File: config.mk
export PLATFORM = sky130hd
export DESIGN_NAME = ps2_rx
export DESIGN_NICKNAME = d
export VERILOG_FILES = /design/src/rtl/ps2_pkg.sv /design/src/rtl/ps2_line_filter.sv /design/src/rtl/ps2_rx.sv
export SDC_FILE = /design/constraint.sdc
export NUM_CORES = 1
export LEC_CHECK = 0
export ABC_AREA = 1
export BUFFER_PORTS_ARGS = -buffer_cell sky130_fd_sc_hd__buf_2
export CORE_UTILIZATION = 30
export DETAILED_ROUTE_END_ITERATION = 8
export SETUP_SLACK_MARGIN = 0.2
export SYNTH_ARGS = -nofsm -noshare
export SYNTH_HDL_FRONTEND = slang
export SYNTH_SLANG_ARGS = --single-unit
File: constraint.sdc
create_clock -name clk_i -period 4.1 [get_ports clk_i]
set_input_delay 0.82 -clock clk_i [delete_from_list [all_inputs] [get_ports clk_i]]
set_output_delay 0.82 -clock clk_i [all_outputs]
set_load 0.005 [all_outputs]
File: src/rtl/ps2_pkg.sv
// ----------------------------------------------------------------------------
// ps2_pkg
// Shared definitions for the PS/2 receive path and the downstream scan-code
// decoder: receiver state encoding, frame length and common scan codes.
// ----------------------------------------------------------------------------
package ps2_pkg;

    typedef enum logic [1:0] {
        IDLE   = 2'd0,
        DATA   = 2'd1,
        PARITY = 2'd2,
        STOP   = 2'd3
    } ps2_rx_state_t;

    // start + 8 data + parity + stop
    localparam int PS2_FRAME_BITS = 11;

    // Scan-code prefixes consumed by the decoder
    localparam logic [7:0] PS2_BREAK = 8'hF0;
    localparam logic [7:0] PS2_EXT   = 8'hE0;

    // Odd parity holds when data plus parity bit contain an odd number of ones
    function automatic logic ps2_parity_ok(input logic [7:0] data, input logic par);
        return ^{data, par};
    endfunction

endpackage

File: src/rtl/ps2_line_filter.sv
// ----------------------------------------------------------------------------
// ps2_line_filter
// Brings one raw asynchronous PS/2 line into the clk_i domain (2-flop
// synchronizer) and removes glitches: the filtered level only changes after
// the synchronized level has disagreed with it for FILTER_LEN consecutive
// cycles.
//
// Ports
//   clk_i    : system clock
//   rst_n_i  : asynchronous active-low reset
//   line_i   : raw line (idle high)
//   filt_o   : synchronized, de-glitched level (resets high)
// ----------------------------------------------------------------------------
module ps2_line_filter
    import ps2_pkg::*;
#(
    parameter int FILTER_LEN = 8
) (
    input  logic clk_i,
    input  logic rst_n_i,
    input  logic line_i,
    output logic filt_o
);

    localparam int CW = (FILTER_LEN > 1) ? $clog2(FILTER_LEN) : 1;
    localparam logic [CW-1:0] CNT_LAST = CW'(FILTER_LEN - 1);

    logic          sync1_q, sync2_q;
    logic          filt_q, filt_d;
    logic [CW-1:0] cnt_q, cnt_d;

    always_comb begin
        filt_d = filt_q;
        cnt_d  = '0;
        if (sync2_q != filt_q) begin
            if (cnt_q == CNT_LAST) begin
                filt_d = sync2_q;
                cnt_d  = '0;
            end else begin
                cnt_d = cnt_q + CW'(1);
            end
        end
    end

    // Lines idle high, so everything resets to 1 to avoid a false edge
    always_ff @(posedge clk_i or negedge rst_n_i) begin
        if (!rst_n_i) begin
            sync1_q <= 1'b1;
            sync2_q <= 1'b1;
            filt_q  <= 1'b1;
            cnt_q   <= '0;
        end else begin
            sync1_q <= line_i;
            sync2_q <= sync1_q;
            filt_q  <= filt_d;
            cnt_q   <= cnt_d;
        end
    end

    assign filt_o = filt_q;

endmodule

File: src/rtl/ps2_rx.sv
// ----------------------------------------------------------------------------
// ps2_rx
// PS/2 device-to-host frame receiver. Conditions both raw lines, detects
// falling edges of the filtered clock, samples the filtered data on each
// edge and reassembles 11-bit frames into bytes. Good bytes are presented
// with a one-cycle valid pulse; bad parity, bad start/stop bits and
// inter-edge timeouts produce one-cycle error pulses instead.
//
// Ports
//   clk_i          : system clock
//   rst_n_i        : asynchronous active-low reset
//   ps2_clk_i      : raw PS/2 clock line
//   ps2_dat_i      : raw PS/2 data line
//   ps2_data_o     : last good byte, held until the next good frame
//   ps2_data_val_o : one-cycle pulse, ps2_data_o valid in the same cycle
//   parity_err_o   : one-cycle pulse, byte discarded on odd-parity failure
//   frame_err_o    : one-cycle pulse, bad start/stop bit or timeout
// ----------------------------------------------------------------------------
module ps2_rx
    import ps2_pkg::*;
#(
    parameter int FILTER_LEN  = 8,
    parameter int TIMEOUT_CYC = 50000
) (
    input  logic       clk_i,
    input  logic       rst_n_i,
    input  logic       ps2_clk_i,
    input  logic       ps2_dat_i,
    output logic [7:0] ps2_data_o,
    output logic       ps2_data_val_o,
    output logic       parity_err_o,
    output logic       frame_err_o
);

    localparam int TW = (TIMEOUT_CYC > 1) ? $clog2(TIMEOUT_CYC) : 1;
    localparam logic [TW-1:0] TO_LAST = TW'(TIMEOUT_CYC - 1);
    localparam logic [TW-1:0] TO_MAX  = '1;

    logic clk_filt, dat_filt;
    logic fall;
    logic timeout;

    ps2_rx_state_t state_q, state_d;
    logic [2:0]    bit_cnt_q, bit_cnt_d;
    logic [7:0]    shift_q, shift_d;
    logic          par_q, par_d;
    logic [TW-1:0] to_cnt_q, to_cnt_d;
    logic          clk_prev_q;
    logic [7:0]    data_q, data_d;
    logic          val_q, val_d;
    logic          perr_q, perr_d;
    logic          ferr_q, ferr_d;

    ps2_line_filter #(.FILTER_LEN(FILTER_LEN)) u_clk_filter (
        .clk_i   (clk_i),
        .rst_n_i (rst_n_i),
        .line_i  (ps2_clk_i),
        .filt_o  (clk_filt)
    );

    ps2_line_filter #(.FILTER_LEN(FILTER_LEN)) u_dat_filter (
        .clk_i   (clk_i),
        .rst_n_i (rst_n_i),
        .line_i  (ps2_dat_i),
        .filt_o  (dat_filt)
    );

    assign fall = clk_prev_q & ~clk_filt;

    // An edge in the same cycle always beats the timeout
    assign timeout = (state_q != IDLE) && !fall && (to_cnt_q == TO_LAST);

    always_comb begin
        state_d   = state_q;
        bit_cnt_d = bit_cnt_q;
        shift_d   = shift_q;
        par_d     = par_q;
        data_d    = data_q;
        val_d     = 1'b0;
        perr_d    = 1'b0;
        ferr_d    = 1'b0;

        // Inter-edge watchdog, saturating so it can never wrap back to a
        // small value and mask a stalled frame
        if (state_q == IDLE || fall) begin
            to_cnt_d = '0;
        end else if (to_cnt_q != TO_MAX) begin
            to_cnt_d = to_cnt_q + TW'(1);
        end else begin
            to_cnt_d = to_cnt_q;
        end

        case (state_q)
            IDLE: begin
                if (fall) begin
                    if (!dat_filt) begin
                        state_d   = DATA;
                        bit_cnt_d = 3'd0;
                    end else begin
                        ferr_d = 1'b1;
                    end
                end
            end
            DATA: begin
                if (fall) begin
                    // LSB arrives first, so shift right from the top
                    shift_d   = {dat_filt, shift_q[7:1]};
                    bit_cnt_d = bit_cnt_q + 3'd1;
                    if (bit_cnt_q == 3'd7) begin
                        state_d = PARITY;
                    end
                end
            end
            PARITY: begin
                if (fall) begin
                    par_d   = dat_filt;
                    state_d = STOP;
                end
            end
            STOP: begin
                if (fall) begin
                    state_d = IDLE;
                    if (!dat_filt) begin
                        ferr_d = 1'b1;
                    end else if (ps2_parity_ok(shift_q, par_q)) begin
                        data_d = shift_q;
                        val_d  = 1'b1;
                    end else begin
                        perr_d = 1'b1;
                    end
                end
            end
            default: state_d = IDLE;
        endcase

        // timeout implies no edge this cycle, so the case above did nothing
        if (timeout) begin
            state_d = IDLE;
            ferr_d  = 1'b1;
        end
    end

    always_ff @(posedge clk_i or negedge rst_n_i) begin
        if (!rst_n_i) begin
            state_q    <= IDLE;
            bit_cnt_q  <= 3'd0;
            shift_q    <= 8'h00;
            par_q      <= 1'b0;
            to_cnt_q   <= '0;
            clk_prev_q <= 1'b1;
            data_q     <= 8'h00;
            val_q      <= 1'b0;
            perr_q     <= 1'b0;
            ferr_q     <= 1'b0;
        end else begin
            state_q    <= state_d;
            bit_cnt_q  <= bit_cnt_d;
            shift_q    <= shift_d;
            par_q      <= par_d;
            to_cnt_q   <= to_cnt_d;
            clk_prev_q <= clk_filt;
            data_q     <= data_d;
            val_q      <= val_d;
            perr_q     <= perr_d;
            ferr_q     <= ferr_d;
        end
    end

    assign ps2_data_o     = data_q;
    assign ps2_data_val_o = val_q;
    assign parity_err_o   = perr_q;
    assign frame_err_o    = ferr_q;

endmodule
# Yosys cells after proc, flatten, opt, wreduce, memory -nomap -nowiden

Index checks and enable logic that the tools add are counted.

Logic and storage cells: 91
Flip-flop bits (word level): 54

Mux-type cells: 32
Equal/unequal tests: 19
Add/subtract/negate cells: 4
Bitwise gates (word level): 2
Reductions and logical operators: 16

Operator list:

| cell                  | number |
|---|---|
| $mux 16               | 2 |
| $mux 3                | 7 |
| $ne 3x3->1 const B    | 6 |
| $add 16x1->16 const B | 1 |
| $eq 16x16->1 const B  | 1 |
| $ne 16x16->1 const B  | 1 |
| $mux 2                | 7 |
| $mux 1                | 13 |
| $add 3x1->3 const B   | 3 |
| $eq 3x3->1 const B    | 3 |
| $reduce_xor 9->1      | 1 |
| $pmux 2 s4            | 1 |
| $reduce_and 2->1      | 4 |
| $reduce_and 4->1      | 2 |
| $ne 2x2->1 const B    | 3 |
| $pmux 3 s2            | 1 |
| $reduce_and 6->1      | 1 |
| $reduce_bool 2->1     | 3 |
| $eq 2x2->1 const B    | 2 |
| $eq 2x1->1 const B    | 1 |
| $logic_and 1x1->1     | 2 |
| $logic_not 2->1       | 1 |
| $ne 1x1->1            | 2 |
| $pmux 1 s2            | 1 |
| other kinds (4)       | 4 |

# Logic depth before layout (Yosys ltp)

Depth after elaboration: 7
Depth in mapped cells: 11
Gate-level depth less buffers: 11

# Cells and area by module

A second synthesis with hierarchy kept.

Cells, all modules: 320
Area total of the unflattened synthesis: 2755.1 um2

By module, submodules not included:

| module          | times used | sequential area each (um2) | cells an instance | area each (um2) |
|---|---|---|---|---|
| ps2_rx          | 1          | 1052.3                     | 278               | 2292.2 |
| ps2_line_filter | 2          | 153.9                      | 21                | 231.5 |

# Worst setup path after synthesis

Ideal clock, no wire load.

Path kind: reg2reg
From: reg u_clk_filter.filt_q, in the netlist u_clk_filter.filt_o
To: reg to_cnt_q[6]
Stages on the path, launching flop included: 8
Setup time: 0.095 ns
Arrival: 1.315 ns
Slack: 2.690 ns
Cell sequence: dfstp_2 -> inv_2 -> nand2_2 -> inv_4 -> nor2_4 -> nand4_2 -> buf_2 -> o31ai_1

Longest elaborated chain between the ends: 4
Elaborated cells on any way between the ends: 5
Those cells by class: mux (1); bitwise (2); reduce/logical (2)

RTL lines:

| item                                         | RTL line              | text |
|---|---|---|
| start, declared                              | ps2_line_filter.sv:29 | `logic filt_q, filt_d;` |
| start signal, assigned                       | ps2_line_filter.sv:55 | `filt_q <= filt_d;` |
| $not 1->1 (*)                                | ps2_rx.sv:68          | `assign fall = clk_prev_q & ~clk_filt;` |
| $and 1x1->1 (*)                              | ps2_rx.sv:68          |  |
| $logic_or 1x1->1 (*)                         | ps2_rx.sv:85          | `if (state_q == IDLE \|\| fall) begin` |
| $mux 16 or $reduce_bool 2->1 (tied branches) | -                     |  |
| end signal, assigned                         | ps2_rx.sv:160         | `to_cnt_q <= to_cnt_d;` |
| end, declared                                | ps2_rx.sv:47          | `logic [TW-1:0] to_cnt_q, to_cnt_d;` |

Every way passes the cells marked *; elsewhere a longest branch is shown, timed or not.
A chain may end at the register's enable or synchronous reset.

# Final worst setup path

From: reg u_clk_filter.filt_q, in the netlist u_clk_filter.filt_o
To: reg to_cnt_q[0]

Same word-level chain as after synthesis.

==> impl_results.md <==
- Outcome: completed
- Post-CTS setup buffer count: 0
- CTS tree: done
- H-tree levels: 2
- Leakage: roughly 0.0016 µW
- Placer Congestion: 0.823
- Unique cell type count in the Yosys netlist: 31
- Power Internal: ~990 µW
- Final ANT Viol Nets: 0
- Crit path required time: 4.29 ns
- Max-slew violation count: 0
- Num CTS Buffers: 5
- Clk Latency, worst-skew pair: 0.32 ns
- Hold Vio Cnt, Final: 0
- Startpoint Class: flop
- #FFs+latches synth: between 50 and 60
- Top-area cell type share of the netlist area: 0.422
- Switching share of power: 0.383
- Total number of vias: about 2200
- Top cells by area, synth: dfrtp_1 42%, nand2_1 13%, dfstp_2 6.6%, ha_1 5.4%, inv_1 5.1%
- Mapped Area: 2790 µm²
- Top-count cell post-synth: nand2_1
- Post-CTS Resized: 0
- Num ports: 15
- PD cells: roughly 520 nW/µm²
- Top post-synthesis cells by count: 97 x nand2_1, 47 x dfrtp_1, 38 x inv_1, 22 x nand3_1, 21 x nor2_1
- Relative slew slack: 0.665
- Syn-to-layout area delta: 11.3%
- Post-synthesis sequential area ratio: 0.488
- Clock net sink count: 54
- Post-Syn Area per Cell: around 8.4 µm²
- Final setup vio count: 0
- Async set-or-reset flop fraction in the synthesized netlist: 1.00
- Grt ovf: 0
- Final wirelength: about 5.2 mm
- Area leader, netlist: dfrtp_1
- Final Skew: 0.0117 ns
- Path type of the worst min-delay path: reg -> reg
- Hold Buf Count CTS: 0
- Max_cap viols: 0
- Initial antenna violation count: 0
- Worst-margin pin slew: 0.503 ns
- Type of element capturing the critical path: flop
- Post-DP HPWL: ~3.9 mm
- Chip Height: approximately 98 µm
- Ys flop type: dfrtp_1
- Number of flops mapped to enable cells by yosys: 0
- Reg clk slew, reported paths: about 0.10 ns
- Flop pwr share: 0.433
- IO buf count: 14
- Final Cycle Share: 0.477
- Minimum clock period: around 2.0 ns
- Nets: around 370
- Maximum fanout along the worst path: 16
- Vias in the first global route: roughly 2100
- Crit Path Class: reg -> reg
- Die Wd: between 90 and 100 µm
- Mapped Cells: approximately 330
- RSZ-0062 raised after global routing: false
- YS warnings: 0
- Peak supply drop: 0.171 mV
- Vias/cell: approximately 4.7
- Ratio of cells with drive above 1 in the final layout: 0.165
- First-pass GRT wire length: 9.66 mm
- Drt wl/cell: between 10 and 15 µm
- Syn nets: ~350
- Total Routing Usage GR: 0.123
- Comb pwr share: 0.333
- Critical Path AT: 2.15 ns
- Die Area: around 9700 µm²
- # rows: 34
- Core Footprint: between 8000 and 9000 µm²
- Initial Util: 0.315
- Pin count of the biggest net entering global routing: 33
- Switching pwr: around 610 µW
- DR iter-0 viols: 77
- Pre-CTS setup slack: between 2 and 2.5 ns
- Fill cells: 900
- Clock root cell: clkbuf_8
- Fmax: 511 MHz
- DR pass1 iterations: 7
- Post-route setup TNS: 0 ns
- Worst setup margin: between 2 and 2.5 ns
- Clock Tree Buf Depth: 2
- # diodes: 0
- Clk network pwr share: 0.235
- DR DRC count: 0
flip-flops by register name, indices dropped and copies added (netlist names):
| register | cells |
|---|---|
| to_cnt_q | 16 |
| ps2_data_o | 8 |
| shift_q | 8 |
| bit_cnt_q | 3 |
| u_clk_filter.cnt_q | 3 |
| u_dat_filter.cnt_q | 3 |
| state_q | 2 |
| clk_prev_q | 1 |
| frame_err_o | 1 |
| par_q | 1 |
| parity_err_o | 1 |
| ps2_data_val_o | 1 |
| u_clk_filter.filt_o | 1 |
| u_clk_filter.sync1_q | 1 |
| u_clk_filter.sync2_q | 1 |
| u_dat_filter.filt_o | 1 |
| u_dat_filter.sync1_q | 1 |
| u_dat_filter.sync2_q | 1 |
metal layers:
layer / GRT usage / part of all wire / up-vias / routed length, µm
li1: - / - / 1114 / -
met1: 0.163 / 0.49 / 1017 / 2560
met2: 0.203 / 0.47 / 31 / 2470
met3: 0.0243 / 0.027 / 5 / 140
met4: 0.0379 / 0.013 / 0 / 68
met5: 0 / 0 / - / 0
layout by cell type (no fill, tap or decap), types with 2 or more instances in the layout:
cell and instances:
nand2_1 97, dfrtp_1 47, inv_1 38, nand3_1 22, nor2_1 21, nand4_1 16, buf_2 14, ha_1 12
nor3_1 10, o21ai_1 9, o21ai_0 7, dfstp_2 7, inv_2 6, nand2_2 6, o31ai_1 6, clkbuf_8 5
nor2_2 4, xnor2_1 3, nand3_4 3, nand3_2 2, a21oi_1 2
power groups by stage:
| stage | clock network [µW] | logic, µW | registers (µW) |
|---|---|---|---|
| after floorplan | 0 | 438 | 689 |
| after global placement | 0 | 526 | 700 |
| after detailed placement | 0 | 538 | 705 |
| after CTS | 387 | 541 | 695 |
| after global routing | 410 | 627 | 707 |
| final | 376 | 533 | 693 |
critical path: stages (launching register included):
cell     delay, ns
dfstp_2       0.57
inv_2         0.04
nand2_2       0.12
inv_4         0.07
nor2_4        0.32
nand4_2       0.45
nand3_1       0.18
o21ai_1       0.08
path summary, 6_finish.rpt:
check | from | to | slack [ns] | depth (start not counted)
max | u_clk_filter.filt_o | to_cnt_q[0] | 2.14 | 7
max reg2reg | u_clk_filter.filt_o | to_cnt_q[0] | 2.14 | 7
min reg2reg | u_dat_filter.sync1_q | u_dat_filter.sync2_q | 0.36 | 0
max in group asynchronous | rst_n_i | u_clk_filter.sync2_q | 2.80 | 2
min | u_dat_filter.sync1_q | u_dat_filter.sync2_q | 0.36 | 0
min in group asynchronous | rst_n_i | ps2_data_o[6] | 0.45 | 1
through the flow:
step	cells	utilization	power (µW)	cell area, µm²	hold WS, ns
final	460	0.350	1600	3100	0.364
after global routing	460	0.350	1740	3100	0.370
after CTS	460	0.350	1620	3100	0.366
after detailed placement	452	0.337	1240	2980	0.351
after global placement	452	0.337	1230	2980	0.347
after floorplan	332	-	1130	2790	0.345
final cells by class:
class | count | area, µm² | share of cell area
clock buffer | 5 | 68.8 | 0.0222
clock inverter | 3 | 47.5 | 0.0153
inverter | 46 | 175 | 0.0565
multi-input combinational | 229 | 1230 | 0.398
sequential | 54 | 1360 | 0.439
tap | 108 | 135 | 0.0436
timing repair buffer | 15 | 77.6 | 0.0250
cell families after synthesis:
family,count (synthesis),synth area share
xor gates and xnor gates,4,0.0126
DFF,54,0.488
and+or+nand+nor,187,0.322
adders and majority gates,12,0.0539
buffers and inverters,49,0.0683
AOI/OAI and AO/OA,26,0.0548
Note: power is estimated with default switching activity, not from simulation.
